$ cat src/rtl/inst_fetch_unit_if.sv
// Instruction-memory bus between the fetch unit (master) and the ROM (slave).
// The ROM answers combinationally in the same cycle as the address.
interface inst_fetch_unit_if;
    logic [31:0] rom_addr_o;
    logic        rom_ce_o;
    logic [31:0] rom_data_i;

    modport master (
        output rom_addr_o,
        output rom_ce_o,
        input  rom_data_i
    );

    modport slave (
        input  rom_addr_o,
        input  rom_ce_o,
        output rom_data_i
    );
endinterface

$ cat src/rtl/inst_fetch_unit.sv
// Instruction fetch stage: program counter, ROM drive and IF/ID register.
// Define FETCH_PERF_CNT_EN to add fetch and stall performance counters.
module inst_fetch_unit #(
    parameter logic [31:0] RESET_PC = 32'h0000_0000,
    parameter logic [31:0] PC_STEP  = 32'd4
) (
    input  logic                      clk,
    input  logic                      rst_n,
    inst_fetch_unit_if.master         rom_if,
    input  logic                      stall_i,
    input  logic                      flush_i,
    input  logic [31:0]               new_pc_i,
    input  logic                      branch_flag_i,
    input  logic [31:0]               branch_target_i,
    output logic [31:0]               if_pc_o,
    output logic [31:0]               if_inst_o,
`ifdef FETCH_PERF_CNT_EN
    output logic [31:0]               fetch_cnt_o,
    output logic [31:0]               stall_cnt_o,
`endif
    output logic                      if_valid_o
);

    logic [31:0] pc_q, pc_d;
    logic        ce_q;
    logic [31:0] if_pc_q, if_pc_d;
    logic [31:0] if_inst_q, if_inst_d;
    logic        if_valid_q, if_valid_d;
    logic        load_word;

    // Redirect priority: flush beats stall, stall beats branch. A stalled
    // branch is dropped; ID re-asserts it once the stall releases.
    always_comb begin
        pc_d = pc_q;
        if (ce_q) begin
            if (flush_i)            pc_d = new_pc_i;
            else if (stall_i)       pc_d = pc_q;
            else if (branch_flag_i) pc_d = branch_target_i;
            else                    pc_d = pc_q + PC_STEP;
        end
    end

    assign load_word = ce_q && !flush_i && !stall_i;

    // The word fetched alongside a taken branch is the delay slot and is kept.
    always_comb begin
        if_pc_d    = if_pc_q;
        if_inst_d  = if_inst_q;
        if_valid_d = if_valid_q;
        if (flush_i) begin
            if_pc_d    = '0;
            if_inst_d  = '0;
            if_valid_d = 1'b0;
        end else if (stall_i) begin
            if_valid_d = if_valid_q;
        end else if (ce_q) begin
            if_pc_d    = pc_q;
            if_inst_d  = rom_if.rom_data_i;
            if_valid_d = 1'b1;
        end else begin
            if_valid_d = 1'b0;
        end
    end

    always_ff @(posedge clk or negedge rst_n) begin
        if (!rst_n) begin
            pc_q       <= RESET_PC;
            ce_q       <= 1'b0;
            if_pc_q    <= '0;
            if_inst_q  <= '0;
            if_valid_q <= 1'b0;
        end else begin
            pc_q       <= pc_d;
            ce_q       <= 1'b1;
            if_pc_q    <= if_pc_d;
            if_inst_q  <= if_inst_d;
            if_valid_q <= if_valid_d;
        end
    end

    assign rom_if.rom_addr_o = pc_q;
    assign rom_if.rom_ce_o   = ce_q;
    assign if_pc_o           = if_pc_q;
    assign if_inst_o         = if_inst_q;
    assign if_valid_o        = if_valid_q;

`ifdef FETCH_PERF_CNT_EN
    logic [31:0] fetch_cnt_q, fetch_cnt_d;
    logic [31:0] stall_cnt_q, stall_cnt_d;

    always_comb begin
        fetch_cnt_d = fetch_cnt_q + {31'd0, load_word};
        stall_cnt_d = stall_cnt_q + {31'd0, (stall_i && ce_q)};
    end

    always_ff @(posedge clk or negedge rst_n) begin
        if (!rst_n) begin
            fetch_cnt_q <= '0;
            stall_cnt_q <= '0;
        end else begin
            fetch_cnt_q <= fetch_cnt_d;
            stall_cnt_q <= stall_cnt_d;
        end
    end

    assign fetch_cnt_o = fetch_cnt_q;
    assign stall_cnt_o = stall_cnt_q;
`else
    logic unused_load_word;
    assign unused_load_word = load_word;
`endif

endmodule

$ cat src/flat_wrapper.sv
// flat-port wrapper written by rule: the top's interface ports become plain ports
module inst_fetch_unit_flat 
#(
    parameter logic [31:0] RESET_PC = 32'h0000_0000,
    parameter logic [31:0] PC_STEP  = 32'd4
)
  (clk, rst_n, stall_i, flush_i, new_pc_i, branch_flag_i, branch_target_i, if_pc_o, if_inst_o, if_valid_o, rom_if_rom_addr_o, rom_if_rom_ce_o, rom_if_rom_data_i);
  inst_fetch_unit_if rom_if_i ();
  input  logic clk;
  input  logic rst_n;
  input  logic stall_i;
  input  logic flush_i;
  input  logic [31:0] new_pc_i;
  input  logic branch_flag_i;
  input  logic [31:0] branch_target_i;
  output logic [31:0] if_pc_o;
  output logic [31:0] if_inst_o;
  output logic if_valid_o;
  output wire logic [$bits(rom_if_i.rom_addr_o)-1:0] rom_if_rom_addr_o;
  output wire logic [$bits(rom_if_i.rom_ce_o)-1:0] rom_if_rom_ce_o;
  input wire logic [$bits(rom_if_i.rom_data_i)-1:0] rom_if_rom_data_i;
  assign rom_if_rom_addr_o = rom_if_i.rom_addr_o;
  assign rom_if_rom_ce_o = rom_if_i.rom_ce_o;
  assign rom_if_i.rom_data_i = rom_if_rom_data_i;
  inst_fetch_unit #(.RESET_PC(RESET_PC), .PC_STEP(PC_STEP)) u_core (.clk(clk), .rst_n(rst_n), .rom_if(rom_if_i), .stall_i(stall_i), .flush_i(flush_i), .new_pc_i(new_pc_i), .branch_flag_i(branch_flag_i), .branch_target_i(branch_target_i), .if_pc_o(if_pc_o), .if_inst_o(if_inst_o), .if_valid_o(if_valid_o));
endmodule
$ cat config.mk
export PLATFORM = sky130hd
export DESIGN_NAME = inst_fetch_unit_flat
export DESIGN_NICKNAME = d
export VERILOG_FILES = /design/src/rtl/inst_fetch_unit_if.sv /design/src/rtl/inst_fetch_unit.sv /design/src/flat_wrapper.sv
export SDC_FILE = /design/constraint.sdc
export NUM_CORES = 1
export LEC_CHECK = 0
export CAP_MARGIN = 30
export CORE_ASPECT_RATIO = 0.5
export CORE_MARGIN = 3
export CORE_UTILIZATION = 40
export CTS_CLUSTER_DIAMETER = 150
export DETAILED_ROUTE_END_ITERATION = 10
export HOLD_SLACK_MARGIN = 0.1
export PLACE_DENSITY = 0.79
export SYNTH_ARGS = -nofsm -noshare
export SYNTH_HDL_FRONTEND = slang
export SYNTH_SLANG_ARGS = --single-unit
$ cat constraint.sdc
create_clock -name clk -period 1.9 [get_ports clk]
set_input_delay 0.38 -clock clk [delete_from_list [all_inputs] [get_ports clk]]
set_output_delay 0.38 -clock clk [all_outputs]
set_load 0.03 [all_outputs]
==> flow_summary_export.csv <==
group,metric,value,unit
clock_tree,cts_sinks,98,
cells_and_area,layout_commonest_cell,"clkdlybuf4s50_1",
pwr,ir_drop,0.000448,V
timing,timing.final.crit_share,96.7,%
detailed_routing,initialDrtViolationCount,504,
detailed_routing,vias,5093,
flow_run,cap_violations,0,
clock_tree,htreeDepth,3,
timing,worst_slew_pin_slew,0.506,ns
grt,grt_pass1_vias,5200,
cells_and_area,layout_common_cells,"168 x clkdlybuf4s50_1, 95 x dfrtp_1, 83 x a22o_1",
timing,fin_crit,1.84,ns
floorplanning,start_util,42.8,%
clock_tree,post_cts_buffers,0,
logic_synthesis,synth.net_count,570,
clock_tree,clockBufferDepth,2,
cells_and_area,fin_area,7780,um2
setup_path,worstSetupEndpointType,"output pin",
floorplanning,core,11500,um2
clock_tree,cts_tree,"done",
pwr,power.density,821,nW/um2
floorplanning,io_pins,199,
setup_path,cp_max_fo,3,
detailed_routing,wl,17600,um
clock_tree,clk_pin_slew_worst_paths,0.08,ns
timing,slew_headroom,66.3,%
setup_path,critPathRequiredTime,1.52,ns
floorplanning,fp.dieArea,13700,um2
detailed_routing,via_per_inst,5.93,
logic_synthesis,yosysWarningCount,0,
logic_synthesis,ys_seq_elements,98,
pwr,power.total,0.00639,W
timing,drv_slew,0,
cells_and_area,drive_gt1_share,13.4,%
placement,dp_cells,842,
setup_path,cpLargestDelayFamily,"buffers and inverters",
logic_synthesis,synth_area,4910,um2
detailed_routing,wire_per_inst,20.5,um
cells_and_area,instances_no_fill,859,
grt,track_usage,25.8,%
logic_synthesis,ys_types,54,
setup_path,slowest_delay,0.71,ns
setup_path,critPathKind,"register to output pin",
timing,skew,0.0119,ns
detailed_routing,drt_first_pass_iters,5,
cells_and_area,antenna_cells,0,
timing,fmax,544,MHz
placement,place_area,7450,um2
pwr,p_leak,3.42,nW
floorplanning,rows,27,
setup_path,worstSetupStartpointType,"register",
timing,rsz0062_at_grt,"no",
detailed_routing,ant_nets,0,
run_status,outcome,"finished clean",
timing,finalHoldViolCount,0,
grt,grt_max_degree,37,
floorplanning,dieWidth,163,um
min_path,hold_class,"register to register",
timing,final-setup-viol-count,0,
detailed_routing,drc,0,
logic_synthesis,async_flop_share,100,%
logic_synthesis,synthFlopType,"dfrtp_1",
grt,antenna_found_initial,0,
clock_tree,numCtsBuffers,9,
clock_tree,clock_latency,0.34,ns
setup_path,timing.critical_path.buf_inv,1,
logic_synthesis,synthCells,468,
timing,finalWorstSetupSlack,0.0620,ns
logic_synthesis,syn_avg_cell_area,10.5,um2
cells_and_area,nets,797,
grt,gr-total-overflow,0,
cells_and_area,area_delta_synth_final,58.4,%
setup_path,arrival,1.46,ns
logic_synthesis,synth_edf_count,0,
floorplanning,die_y,84.4,um
setup_path,slowest_stage,"clkdlybuf4s50_1",
timing,fin_hold_ws,0.504,ns
placement,pre_cts_ws,-0.134,ns
placement,dp_hpwl,13100,um
logic_synthesis,seq_area_frac_synth,49.9,%
grt,grt_pass1_wl,28500,um
setup_path,path_cells,"clkdlybuf4s50_1",
clock_tree,root_buffer,"clkbuf_16",
placement,gp_congestion,0.896,
placement,port-buffer-count,198,
==> final timing paths <==
kind | from | to | slack, ns | cells after the start
max reg2reg | u_core.rom_if.rom_addr_o[2]$_DFFE_PN0P_ | u_core.rom_if.rom_addr_o[26]$_DFFE_PN0P_ | 0.12 | 5
min in group asynchronous | rst_n | u_core.if_pc_o[7]$_DFFE_PN0P_ | 0.55 | 2
max in group asynchronous | rst_n | u_core.if_inst_o[16]$_DFFE_PN0P_ | 0.77 | 3
min | u_core.if_pc_o[31]$_DFFE_PN0P_ | u_core.if_pc_o[31]$_DFFE_PN0P_ | 0.50 | 1
min reg2reg | u_core.if_pc_o[31]$_DFFE_PN0P_ | u_core.if_pc_o[31]$_DFFE_PN0P_ | 0.50 | 1
max | u_core.rom_if.rom_addr_o[10]$_DFFE_PN0P_ | rom_if_rom_addr_o[10] | 0.06 | 1
==> what timing repair did <==
item                                    in CTS  in global routing
hold endpoints to repair                    32                  0
gates resized for setup                     21                 13
hold buffers                                 1                  0
cloned                                       0                  0
endpoints found under the setup margin      21                 13
pin swaps                                    0                  2
==> worst register-to-register path, cell delays in order, from the launching register on <==
cell	delay, ns
dfrtp_2	0.36
ha_1	0.17
and4_4	0.25
nand4_1	0.20
o211a_1	0.29
a2111o_1	0.38
==> Yosys cell counts, types with 6 or more instances <==
master	count	area [um2]
a21oi_1	9	45.0
a22o_1	83	727
a22oi_1	12	90.1
a31oi_1	6	37.5
and2_1	6	37.5
and3_1	8	50.1
and4_1	12	105
buf_1	6	22.5
buf_2	8	40.0
clkbuf_1	26	97.6
dfrtp_1	98	2450
mux2i_1	6	60.1
nand2_1	29	109
nand3_1	16	80.1
nand4_1	16	100
nor2_1	15	56.3
o211ai_1	12	90.1
o21ai_0	28	140
or3_1	6	37.5
==> through the flow <==
| step | util (%) | TNS, ns |
|---|---|---|
| 2_1_floorplan | - | 0 |
| 5_1_grt | 67.8 | 0 |
| 3_5_place_dp | 64.9 | -1.74 |
| 4_1_cts | 67.6 | 0 |
| 6_report | 67.8 | 0 |
| 3_3_place_gp | 64.9 | -0.991 |
==> layer usage <==
metal	routed length [um]	global-route usage (%)	vias to the layer above
li1	-	-	2295
met1	7580	35.7	2516
met2	8380	42.7	262
met3	1460	5.22	20
met4	209	4.83	0
met5	0	0	-
==> state kept, by name, indices dropped and copies added, names as in the netlist <==
| register | count |
|---|---|
| u_core.rom_if.rom_addr_o | 32 |
| u_core.rom_if.rom_ce_o | 1 |
| u_core.if_inst_o | 32 |
| u_core.if_pc_o | 32 |
| u_core.if_valid_o | 1 |
==> cell families after synthesis <==
logic type,synth area share (%)
simple gates,15.8
compound gates,28.2
mux,1.22
flops,49.9
fa+ha+maj,0.255
other cells,0.0763
buf+inv,4.58
==> where the power goes <==
group          switching, W  internal (W)  total [W]
clock              0.000852       0.00109    0.00194
combinational       0.00105      0.000871    0.00192
sequential         0.000242       0.00229    0.00253
total               0.00214       0.00425    0.00639
==> layout make-up <==
type                            count  area [um2]
Multi-Input combinational cell    321        2250
Inverter                            4        15.0
Sequential cell                    98        2460
Tap cell                          159         199
Timing Repair Buffer              261        2540
Clock buffer                       10         239
Fill cell                         892        3700
Clock inverter                      6        83.8
Power figures use the tool's default switching activity.
